--- src/rtl/lfsr_addr_sequencer.sv ---
// Issues runs of pseudo-random 4-bit addresses from a 16-state de Bruijn LFSR over valid/ready.
// Reports busy, done and cycle-wrap to the memory-control FSM.
module lfsr_addr_sequencer #(
  parameter logic [3:0] SEED    = 4'b0001,
  parameter int         MAX_LEN = 16
) (
  input  logic       clk,
  input  logic       rst,
  input  logic       start,
  input  logic [4:0] len_in,
  input  logic       load_seed,
  input  logic [3:0] seed_in,
  input  logic       abort,
  output logic [3:0] addr,
  output logic       valid,
  input  logic       ready,
  output logic       busy,
  output logic       done,
  output logic       wrap
);

  typedef enum logic [1:0] {IDLE, RUN, DONE} state_t;

  localparam logic [4:0] MAX_LEN_L = 5'(MAX_LEN);

  state_t     state, state_nx;
  logic [3:0] lfsr, lfsr_nx, lfsr_step;
  logic [4:0] remaining, remaining_nx, eff_len;
  logic       wrap_r, wrap_nx;
  logic       accept;

  // The (s[2:0]==0) term splices 0000 into the maximal-length sequence.
  assign lfsr_step = {lfsr[2:0], lfsr[3] ^ lfsr[2] ^ (lfsr[2:0] == 3'b000)};
  assign accept    = (state == RUN) && ready;

  always_comb begin
    eff_len = len_in;
    if (len_in == 5'd0) begin
      eff_len = MAX_LEN_L;
    end else if (len_in > 5'd16) begin
      eff_len = 5'd16;
    end
  end

  always_comb begin
    state_nx     = state;
    lfsr_nx      = lfsr;
    remaining_nx = remaining;
    wrap_nx      = 1'b0;
    case (state)
      IDLE: begin
        if (load_seed) begin
          lfsr_nx = seed_in;
        end
        if (start) begin
          remaining_nx = eff_len;
          state_nx     = RUN;
        end
      end
      RUN: begin
        if (accept) begin
          lfsr_nx      = lfsr_step;
          remaining_nx = remaining - 5'd1;
          wrap_nx      = (lfsr == 4'b0000);
          if (remaining == 5'd1) begin
            state_nx = DONE;
          end
        end
        // Abort overrides completion; the LFSR keeps any step taken this cycle.
        if (abort) begin
          state_nx     = IDLE;
          remaining_nx = 5'd0;
        end
      end
      DONE: begin
        state_nx = IDLE;
      end
      default: begin
        state_nx = IDLE;
      end
    endcase
  end

  always_ff @(posedge clk) begin
    if (rst) begin
      state     <= IDLE;
      lfsr      <= SEED;
      remaining <= 5'd0;
      wrap_r    <= 1'b0;
    end else begin
      state     <= state_nx;
      lfsr      <= lfsr_nx;
      remaining <= remaining_nx;
      wrap_r    <= wrap_nx;
    end
  end

  assign addr  = lfsr;
  assign valid = (state == RUN);
  assign busy  = (state == RUN);
  assign done  = (state == DONE);
  assign wrap  = wrap_r;

endmodule

--- config.mk ---
export PLATFORM = sky130hd
export DESIGN_NAME = lfsr_addr_sequencer
export DESIGN_NICKNAME = d
export VERILOG_FILES = /design/src/rtl/lfsr_addr_sequencer.sv
export SDC_FILE = /design/constraint.sdc
export NUM_CORES = 1
export LEC_CHECK = 0
export CAP_MARGIN = 20
export CORE_MARGIN = 2
export CORE_UTILIZATION = 42
export CTS_BUF_LIST = sky130_fd_sc_hd__clkbuf_2
export DETAILED_ROUTE_END_ITERATION = 8
export MAX_ROUTING_LAYER = met4
export PLACE_DENSITY = 0.76
export SETUP_SLACK_MARGIN = 0.15
export SYNTH_ARGS = -nofsm -noshare
export SYNTH_HDL_FRONTEND = slang
export SYNTH_SLANG_ARGS = --single-unit
--- constraint.sdc ---
create_clock -name clk -period 1.4 [get_ports clk]
set_input_delay 0.42 -clock clk [delete_from_list [all_inputs] [get_ports clk]]
set_output_delay 0.42 -clock clk [all_outputs]
set_load 0.005 [all_outputs]
# After elaboration in Yosys (flattened, before gate mapping)
# Index checks and enable logic that the tools add are counted.
# word_totals
register_bits	12
output_inout_bits	8
wordCells	42
# classes
bitwise_logic	4
order_cmp	1
n_reduce_logical	10
muxes	14
n_addsub	1
n_eq_ne	8
# ops
operator	count
$mux 5	5
$pmux 5 s2	1
$reduce_and 3->1	3
$mux 2	4
$mux 4	2
$pmux 4 s2	1
$ne 3x2->1 const B	2
$eq 5x1->1 const B	1
$gt 5x5->1 const B	1
$logic_not 5->1	1
$sub 5x1->5 const B	1
$logic_not 4->1	1
$ne 2x2->1 const B	2
$pmux 2 s2	1
$logic_not 3->1	1
$reduce_or 3->1	1
$eq 2x1->1 const B	1
$eq 2x2->1 const B	1
$logic_not 2->1	1
$ne 2x1->1 const B	1
$not 1->1	2
$reduce_bool 2->1	1
$xor 1x1->1	2
$logic_and 1x1->1	1

# Logic depth before layout (Yosys ltp)
# Gate-level depths: netlist of the first run.
# depth
depth_word	5
mapped_depth	6
ltp_nobuf	5

# Worst setup path before layout of the first run
# Ideal clock, no wire load.
# synth_path
path_type	input-to-reg
startpoint	input port abort
endpoint	register remaining[2]
setup_ns	0.132
path_slack_ns	-0.033
arrival_ns	1.301
required_time_ns	1.268
stages	5
cell_sequence	buf_2 -> nor3b_4 -> or3_4 -> a311oi_2 -> nor3_1
# synth_between
elab_chain_len	2
elab_cells_between_ends	4
classes_between	eq/ne (1); mux (2); reduce/logical (1)
# synth_rtl
element	line_no	rtl
start: declaration	13	input logic abort,
$ne 3x2->1 (no source line) or $mux 5 (tied branches)	-	
$reduce_and 3->1 (no source line) or $pmux 5 s2 (tied branches)	-	
end signal: assignment	93	remaining <= remaining_nx;
end: declaration	28	logic [4:0] remaining, remaining_nx, eff_len;
# Several ways; a longest one is shown, not always the timed one.
# A chain may end at the register's enable or synchronous reset.

# Final worst setup path of the first run
# layout_path
startpoint	register state[1]
endpoint	output port done
# layout_between
elab_chain_len	1
# layout_rtl
element	line_no	rtl
start: declaration	26	state_t state, state_nx;
start signal: assignment	91	state <= state_nx;
$eq 2x2->1	101	assign done = (state == DONE);
end: declaration	18	output logic done,
# Every way passes these cells.

==> key figures, run 1 <==
Outcome
  – Status: finished, violations left
  – Failing checks: negative setup slack

STA
  – Unrepaired setup endpoints after global routing: yes
  – Fin crit share: 103%
  – Final setup violation count: 2
  – Highest clock rate: 0.693 GHz
  – Relative slew slack: 80.9%
  – Final max-slew violation count: 0
  – Setup slack after layout: -0.0436 ns
  – Skew final: 0.00111 ns
  – Min Hold Slack: 0.514 ns
  – Crit path time final: 1.44 ns
  – Worst slew pin tran: 0.284 ns
  – Hold Fails Final Rpt: 0

Worst setup path
  – CP arrival: 1.02 ns
  – R2R cell count: 5
  – CP Data Required Time: 0.98 ns
  – Delay of the slowest critical-path stage: 0.35 ns
  – Max FO, Critical Path: 2
  – Critical Path, Cell by Cell: buf_6 -> and2b_2 -> buf_6
  – Most used cell, CP: buf_6
  – Crit. Startpoint: state[1]
  – CP top delay family: flip-flops
  – Crit path capture type: output pin
  – Buf+Inv Stages, Crit Path: 2
  – Reg2reg start: state[0]
  – Crit-path slowest cell: dfxtp_2
  – R2r endpoint: remaining[2]
  – Crit path launch type: flop
  – Setup CP Type: reg2out
  – R2R setup slack: 0 ns

Place
  – GP Congestion: 0.892
  – Post-placement cell area: 1070 sq um
  – Post-place setup slack: -0.432 ns
  – DP HPWL: 1380 um
  – IO buf count: 22

Global route
  – GRT Residual Overflow: 0
  – Largest net degree at the start of global routing: 15
  – Number of global-route vias before repair: 859
  – Antenna violations before repair: 0
  – Global-route wire length before repair: 3860 um
  – GR Util All Layers: 26.7%

Min path
  – HP Class: reg2reg
  – Worst Hold Launch: remaining[3]
  – Hold Crit Endpoint: remaining[3]
  – Hold Crit Depth: 2

Route
  – Vias per cell: 5.79
  – Wirelength per Cell: 16.7 um
  – Vias: 898
  – # DRC: 0
  – Initial DRC count: 35
  – Routed wire length: 2590 um
  – Post-DRT Antenna Nets: 0
  – DRT Pass-1 Iters: 4

Clock network
  – H-tree depth: 1
  – Clock-pin slew on the worst setup and hold paths: 0.13 ns
  – CTS Root Cell: clkbuf_2
  – Clock buffer depth: 2
  – Clk Latency, worst-skew pair: 0.27 ns
  – Clk sinks: 12
  – TritonCTS Buffers: 3
  – Hold Buf Count CTS: 0
  – CTS tree: built

Layout
  – Multi-input gate area: 546 sq um
  – Layout area overhead: 79.9%
  – Storage cell area: 253 sq um
  – Commonest non-fill, non-tap cells in the layout: buf_4 (18), buf_6 (15), clkdlybuf4s50_1 (10), dfxtp_2 (7), nand2_1 (6)
  – Share of cells above drive strength 1: 55.1%
  – Final cell utilization of the core: 78.4%
  – Design Area, Final: 1320 sq um
  – Commonest non-fill, non-tap cell in the layout: buf_4
  – Fin nets: 157
  – ANT cells: 0
  – FILL cells: 104

Synthesis
  – EDFF count, synth: 0
  – Cells after Synth: 89
  – Synth Flop Type: dfxtp_1
  – Seq/Total Area, Yosys: 32.7%
  – Mean Syn Cell Area: 8.27 sq um
  – Number of synthesized register bits: 12
  – Largest cells by area after synthesis: dfxtp_1 (33%), ha_1 (5.1%), nor3_1 (4.1%), a211oi_1 (4.1%), nor2_1 (4.1%)
  – Leading area contributor after synthesis: dfxtp_1
  – Post-synthesis cell area: 736 sq um
  – FFs w/ async S/R, synth: 0%
  – Synth warn: 0
  – Post-synthesis cell type count: 34
  – Post-synth top area share: 32.7%
  – Syn Nets: 107

Die
  – Die area: 2100 sq um
  – Die height: 45.9 um
  – Row count: 15
  – Initial Util: 43.6%
  – Die W: 45.9 um
  – Core box area: 1690 sq um
  – IO Count: 23

Run
  – Max-Cap Viols: 0

Pwr
  – P_leak: 0.000551 uW
  – Peak VDD IR: 604 uV
  – PD cells: 776 nW/um^2
-- logic make-up (layout without fill, tap and decap cells) --
group	count (synthesis)	count (layout)	share of synthesized area, %
mux	1	1	1.36
compound gates	21	21	19.9
buf+inv	12	61	7.99
simple gates	39	39	31.8
fa+ha+maj	3	3	5.10
flops	12	12	32.7
xor+xnor	1	1	1.19
-- registers in the layout (all words and copies together), names as in the netlist --
register	count
wrap	1
state	2
addr	4
remaining	5
-- layer usage --
layer / track usage [%] / part of all wire [%] / vias to the layer above
li1: - / - / 424
met1: 29.9 / 39 / 404
met2: 44.4 / 49 / 53
met3: 3.57 / 6.5 / 17
met4: 16.0 / 4.7 / 0
met5: - / 0 / -
-- worst min-delay path, stage by stage (launching register included) --
cell and delay, ns:
dfxtp_1 0.37, o21ai_2 0.06, a21oi_1 0.05
-- worst max path at each step --
stage,end,slack [ns],cells after the start
finish,done,-0.04,3
global placement,addr[0],-0.41,5
detailed placement,addr[0],-0.43,5
CTS,done,-0.04,3
floorplan,remaining[2],0.13,5
global route,done,-0.1,3
-- cell usage after synthesis, types with 3 or more instances --
| library cell | number |
|---|---|
| nor2_1 | 8 |
| a311oi_1 | 3 |
| dfxtp_1 | 12 |
| nand2_1 | 6 |
| a21oi_1 | 4 |
| a31oi_1 | 3 |
| nor3_1 | 6 |
| a211oi_1 | 4 |
| ha_1 | 3 |
| nor4_1 | 4 |
| inv_1 | 6 |
| o21ai_0 | 4 |
-- power breakdown --
group	total [uW]	leakage [uW]	switching, uW	internal, uW
sequential	397	0.000101	25.1	372
clock	189	0.0000140	127	62.1
combinational	441	0.000436	202	239
-- timing repair --
item                                    in CTS  in global routing
pin swaps                                   13                  7
cloned                                       0                  0
buffers inserted                            12                  0
endpoints found under the setup margin      18                 17
gates resized for setup                     61                 21
-- final cells by class --
class | instances | share of cell area [%]
multi-input cells | 65 | 41.2
clock inverters | 1 | 0.284
repair buffers | 50 | 34.3
inverters | 7 | 2.36
well taps | 17 | 1.61
clock buffers | 3 | 1.13
flip-flops and latches | 12 | 19.1
-- through the flow --
stage	power (uW)	cells	setup TNS (ns)
3_5_place_dp	692	139	-3.89
6_report	1030	155	-0.0455
3_3_place_gp	690	139	-3.75
2_1_floorplan	557	89	0
4_1_cts	964	155	-0.0776
5_1_grt	1080	155	-0.249
Note: power is estimated with default switching activity, not from simulation.
==> run 2: changes to the inputs <==
- CORE_MARGIN: 2 -> not set
- HOLD_SLACK_MARGIN: not set -> 0.08
==> run 2 against run 1 <==
  * The run still ends with negative setup slack left
  * Non-clock buffer count is the same
  * Combinational power fell by 10%
  * Total power is 5.1% lower
  * Via count shrank 6.0%
  * Die area fell by 8.5%
  * Fmax shrank 1.9%
  * Wire length fell by 13%
  * Worst hold slack improved by 0.0059 ns
  * First-iteration DRC count is 31% lower
  * Count of clock-buffer cells in the layout is the same
  * Worst setup slack worse by 0.028 ns
  * Critical path type is now reg2reg
  * Largest cell class unchanged
==> key figures, run 2 (synthesis gave the netlist of run 1 again) <==
Die
  – Die height: 43.9 um (-4.4%)
  – Die W: 43.9 um (-4.4%)
  – IO Count: 23 (unchanged)
  – Core box area: 1580 sq um (-6.7%)
  – Row count: 14 (-1)
  – Initial Util: 46.7% (+3.1 points)
  – Die area: 1920 sq um (-8.5%)

STA
  – Skew final: 0.00539 ns (+0.00428 ns)
  – Hold Fails Final Rpt: 0 (unchanged)
  – Setup TNS: -0.203 ns (-0.158 ns)
  – Highest clock rate: 0.679 GHz (-1.9%)
  – Fin crit share: 105% (+2.0 points)
  – Min Hold Slack: 0.520 ns (+0.00595 ns)
  – Final setup violation count: 8 (+6)
  – Unrepaired setup endpoints after global routing: yes
  – Worst slew pin tran: 0.306 ns (+0.0215 ns)
  – Relative slew slack: 79.6% (-1.3 points)
  – Setup slack after layout: -0.0719 ns (-0.0283 ns)
  – Final max-slew violation count: 0 (unchanged)
  – Crit path time final: 1.47 ns (+0.0283 ns)

Worst setup path
  – Critical Path, Cell by Cell: buf_6 -> buf_6 -> nor3b_4 -> or3_4 -> a311oi_2 -> nor3_1
  – Buf+Inv Stages, Crit Path: 2 (unchanged)
  – Crit path launch type: flop
  – Crit path capture type: flop
  – R2r endpoint: remaining[2]
  – Crit-path slowest cell: dfxtp_4
  – Setup CP Type: reg2reg
  – CP top delay family: simple AND/OR/NAND/NOR gates
  – Max FO, Critical Path: 4 (+2)
  – CP arrival: 1.64 ns (+0.62 ns)
  – Delay of the slowest critical-path stage: 0.37 ns (+0.02 ns)
  – R2R setup slack: -0.07 ns (-0.07 ns)
  – Reg2reg start: state[0]
  – R2R cell count: 6 (+1)
  – CP Data Required Time: 1.57 ns (+0.59 ns)
  – Most used cell, CP: buf_6

Layout
  – FILL cells: 112 (+7.7%)
  – Commonest non-fill, non-tap cell in the layout: buf_4
  – ANT cells: 0 (unchanged)
  – Fin nets: 157 (unchanged)
  – Storage cell area: 250 sq um (-0.99%)
  – Layout area overhead: 68.2%
  – Share of cells above drive strength 1: 45.7% (-9.4 points)
  – Commonest non-fill, non-tap cells in the layout: buf_4 (21), clkdlybuf4s50_1 (12), buf_6 (11)
  – Largest register by flop count: remaining
  – Number of flip-flops in the largest register: 5 (unchanged)
  – Post-route insts no fill: 154 (-0.65%)
  – Multi-input gate area: 480 sq um (-12%)

Route
  – Post-DRT Antenna Nets: 0 (unchanged)
  – Initial DRC count: 24 (-31%)
  – Routed wire length: 2250 um (-13%)
  – Wirelength per Cell: 14.6 um (-12%)
  – Vias per cell: 5.48 (-5.4%)
  – DRT Pass-1 Iters: 6 (+2)
  – Vias: 844 (-6.0%)
  – # DRC: 0 (unchanged)

Global route
  – Number of global-route vias before repair: 822 (-4.3%)
  – Largest net degree at the start of global routing: 15 (unchanged)
  – GR Util All Layers: 27.3% (+0.57 points)
  – Grt peak-use layer: met2
  – Grt met2 use: 43.3% (-1.2 points)
  – Met3 GRT Util: 3.75% (+0.18 points)
  – GRT met1 Usage: 32.7% (+2.7 points)
  – Antenna violations before repair: 0 (unchanged)
  – Global-route wire length before repair: 3630 um (-5.9%)
  – GRT Residual Overflow: 0 (unchanged)

Min path
  – Hold Crit Depth: 2 (unchanged)
  – HP Class: reg2reg
  – Hold Crit Endpoint: remaining[3]
  – Worst Hold Launch: remaining[3]

Outcome
  – Status: finished, violations left
  – Failing checks: negative setup slack

Clock network
  – Clock buffer depth: 2 (unchanged)
  – Clock-pin slew on the worst setup and hold paths: 0.13 ns (about the same)
  – Clk Latency, worst-skew pair: 0.27 ns (about the same)
  – CTS tree: built
  – TritonCTS Buffers: 3 (unchanged)
  – Hold Buf Count CTS: 0 (unchanged)
  – Clk sinks: 12 (unchanged)
  – CTS Root Cell: clkbuf_2
  – H-tree depth: 1 (unchanged)

Place
  – Dpl cells: 139 (unchanged)
  – IO buf count: 22 (unchanged)
  – GP Congestion: 0.825 (-7.6%)
  – Post-place setup slack: -0.439 ns (-0.00615 ns)
  – DP HPWL: 1420 um (+3.1%)

Pwr
  – Peak VDD IR: 437 uV (-28%)
  – P_leak: 0.000537 uW (-2.6%)
  – Overall Power: 975 uW (-5.1%)
  – PD cells: 788 nW/um^2 (+1.5%)

Run
  – Max-Cap Viols: 0 (unchanged)
## run 2: cell types whose count changed in the layout (fill, tap and decap cells not counted), sizes merged
cell | previous run | this run
clkdlybuf4s50 | 10 | 12
dlygate4sd2 | 4 | 2
## run 2: timing repair
item | in CTS | in global routing
endpoints found under the setup margin | 17 | 16
resized for setup | 52 | 8
buffers inserted | 10 | 1
pin swaps | 13 | 3
## run 2: worst max-delay path by stage
stage	slack (ns)	from	cells past startpoint	end
finish	-0.07	state[0]	6	remaining[2]
global route	-0.14	state[0]	6	addr[3]
CTS	-0.08	state[0]	6	remaining[2]
detailed placement	-0.44	ready	5	addr[0]
global placement	-0.39	ready	5	remaining[2]
floorplan	0.13	abort	5	remaining[2]
## run 2: worst reg2reg max path, stage by stage (launching register included)
cell and delay, ns:
dfxtp_4 0.37, buf_6 0.12, buf_6 0.11, nor3b_4 0.14, or3_4 0.36, a311oi_2 0.19, nor3_1 0.07
## run 2: final cells by class
class,count,share of cell area [%]
Multi-Input combinational cell,65,38.8
Timing Repair Buffer,50,35.5
Sequential cell,12,20.2
Inverter,7,2.33
Tap cell,16,1.62
Clock buffer,3,1.21
Clock inverter,1,0.303
## run 2: through the flow
stage / cell area (sq um) / util [%]
floorplan: 748 / -
global placement: 1070 / 68.1
detailed placement: 1070 / 68.1
CTS: 1220 / 77.5
global route: 1240 / 78.5
finish: 1240 / 78.5
## run 2: power by group
group / internal, uW / total [uW] / leakage (uW) / switching (uW)
sequential: 371 / 392 / 0.000101 / 21.1
clock: 62.0 / 186 / 0.0000140 / 124
combinational: 223 / 397 / 0.000422 / 175
total: 655 / 975 / 0.000537 / 320
## run 2: per-layer routing
layer	part of all wire, %	vias to the layer above
met5	0	-
met4	2.4	0
met3	3.3	6
met2	50	27
met1	44	391
li1	-	420
==> run 3: changes to the inputs <==
- CORE_UTILIZATION: 42 -> 40
- CTS_BUF_LIST: sky130_fd_sc_hd__clkbuf_2 -> not set
- PLACE_DENSITY: 0.76 -> 0.73
==> run 3 against run 2 <==
  * The run still ends with negative setup slack left
  * Wire length decreased by 7.7%
  * Final area decreased by 4.6%
  * Count of clock-buffer cells in the layout stayed put
  * Register-to-register slack about the same
  * Global-route usage shrank 3.7 points
  * Critical path type unchanged
  * Fmax is 0.76% higher
  * Core utilization is 10 points lower
==> key figures, run 3 (synthesis gave the netlist of run 1 again) <==
Place
  – DP HPWL: 1580 um (+11%)
  – GP Congestion: 0.849 (+2.9%)
  – Post-place setup slack: -0.422 ns (+0.0168 ns)
  – IO buf count: 22 (unchanged)
  – Dpl cells: 150 (+7.9%)

Worst setup path
  – Crit path capture type: flop
  – Max FO, Critical Path: 4 (unchanged)
  – R2R setup slack: -0.06 ns (about the same)
  – R2R cell count: 6 (unchanged)
  – Setup CP Type: reg2reg
  – Reg2reg start: state[0]
  – R2r endpoint: remaining[2]
  – CP arrival: 1.63 ns (about the same)
  – CP Data Required Time: 1.57 ns (about the same)
  – Crit path launch type: flop

Die
  – Row count: 15 (+1)
  – Initial Util: 42.6% (-4.1 points)
  – Die W: 44.9 um (+2.3%)
  – Die height: 44.9 um (+2.3%)
  – IO Count: 23 (unchanged)
  – Die area: 2010 sq um (+4.8%)
  – Core box area: 1730 sq um (+9.5%)

Clock network
  – Hold Buf Count CTS: 0 (unchanged)
  – CTS Root Cell: clkbuf_4
  – Clock-pin slew on the worst setup and hold paths: 0.07 ns (-0.06 ns)
  – TritonCTS Buffers: 3 (unchanged)
  – Clock buffer depth: 2 (unchanged)
  – Clk sinks: 12 (unchanged)
  – H-tree depth: 1 (unchanged)
  – Clk Latency, worst-skew pair: 0.28 ns (about the same)
  – CTS tree: built

STA
  – Unrepaired setup endpoints after global routing: yes
  – Setup TNS: -0.0992 ns (+0.104 ns)
  – Relative slew slack: 81.7% (+2.1 points)
  – Hold Fails Final Rpt: 0 (unchanged)
  – Crit path time final: 1.46 ns (-0.0111 ns)
  – Final setup violation count: 3 (-5)
  – Highest clock rate: 0.685 GHz (+0.76%)
  – Final max-slew violation count: 0 (unchanged)
  – Setup slack after layout: -0.0608 ns (+0.0111 ns)
  – Worst slew pin tran: 0.266 ns (-0.0391 ns)
  – Fin crit share: 104% (-0.79 points)
  – Skew final: 0.00393 ns (-0.00146 ns)

Route
  – Initial DRC count: 11 (-54%)
  – Vias per cell: 5.23 (-4.6%)
  – Wirelength per Cell: 13.2 um (-10%)
  – # DRC: 0 (unchanged)
  – DRT Pass-1 Iters: 4 (-2)
  – Routed wire length: 2080 um (-7.7%)
  – Vias: 826 (-2.1%)
  – Post-DRT Antenna Nets: 0 (unchanged)

Layout
  – Multi-input gate area: 463 sq um (-3.6%)
  – Commonest non-fill, non-tap cells in the layout: buf_4 (22), clkdlybuf4s50_1 (11), nor2_1 (7), dfxtp_2 (7)
  – Layout area overhead: 60.5%
  – Largest register by flop count: remaining
  – Fin nets: 153 (-2.5%)
  – FILL cells: 137 (+22%)
  – Number of flip-flops in the largest register: 5 (unchanged)
  – Storage cell area: 253 sq um (+1.0%)
  – Post-route insts no fill: 158 (+2.6%)
  – Share of cells above drive strength 1: 42.9% (-2.8 points)
  – ANT cells: 0 (unchanged)
  – Commonest non-fill, non-tap cell in the layout: buf_4

Global route
  – Antenna violations before repair: 0 (unchanged)
  – Global-route wire length before repair: 3320 um (-8.6%)
  – Largest net degree at the start of global routing: 15 (unchanged)
  – GRT Residual Overflow: 0 (unchanged)
  – Number of global-route vias before repair: 820 (-0.24%)
  – GR Util All Layers: 23.6% (-3.7 points)

Outcome
  – Failing checks: negative setup slack
  – Status: finished, violations left

Pwr
  – Peak VDD IR: 573 uV (+31%)
  – PD cells: 800 nW/um^2 (+1.5%)
  – P_leak: 0.000509 uW (-5.3%)

Min path
  – Worst Hold Launch: remaining[3]
  – Hold Crit Depth: 2 (unchanged)
  – Hold Crit Endpoint: remaining[3]
  – HP Class: reg2reg

Run
  – Max-Cap Viols: 0 (unchanged)
[run 3: cell count changes in the layout (fill, tap and decap cells not counted), sizes merged]
cell	change
buf	-7
clkinv	-1
dlygate4sd2	+1
clkbuf	+3
clkdlybuf4s50	-1
[run 3: final cells by class]
cell class / instances / share of cell area, %
Tap cell: 25 / 2.65
Multi-Input combinational cell: 65 / 39.2
Sequential cell: 12 / 21.4
Timing Repair Buffer: 46 / 32.4
Inverter: 7 / 2.44
Clock buffer: 3 / 1.91
[run 3: worst max path at each step]
| stage | start | end | slack (ns) | cells after the start |
|---|---|---|---|---|
| after floorplan | abort | remaining[2] | 0.13 | 5 |
| after CTS | state[0] | remaining[2] | -0.06 | 6 |
| after detailed placement | ready | addr[0] | -0.42 | 5 |
| final | state[0] | remaining[2] | -0.06 | 6 |
| after global placement | ready | remaining[2] | -0.37 | 5 |
| after global routing | state[0] | remaining[2] | -0.10 | 6 |
[run 3: timing repair]
action | 4_1_cts | 5_1_grt
buffers inserted | 5 | 0
resized for setup | 37 | 13
endpoints found under the setup margin | 19 | 17
pin swaps | 9 | 4
[run 3: metal layers]
metal | vias up | wire [um] | track usage [%]
li1 | 414 | - | -
met1 | 380 | 880 | 25.9
met2 | 27 | 1070 | 41.5
met3 | 5 | 90 | 4.00
met4 | 0 | 35 | 10.9
met5 | - | 0 | -
[run 3: stage by stage]
stage,hold slack [ns],util [%],power (uW),instance area [sq um]
floorplan,0.454,-,557,748
finish,0.495,68.4,944,1180
CTS,0.497,68.5,937,1180
detailed placement,0.483,63.7,706,1100
global route,0.531,68.4,1000,1180
global placement,0.463,63.7,697,1100
[run 3: worst max-delay path, cell delays in order (launching register included)]
cell	delay (ns)
dfxtp_4	0.34
buf_6	0.12
buf_6	0.11
nor3b_4	0.15
or3_4	0.36
a311oi_2	0.20
nor3_1	0.07
[run 3: report_power, final]
part	switching [uW]	internal, uW
sequential	21.0	371
clock	117	99.8
combinational	153	182
total	291	653
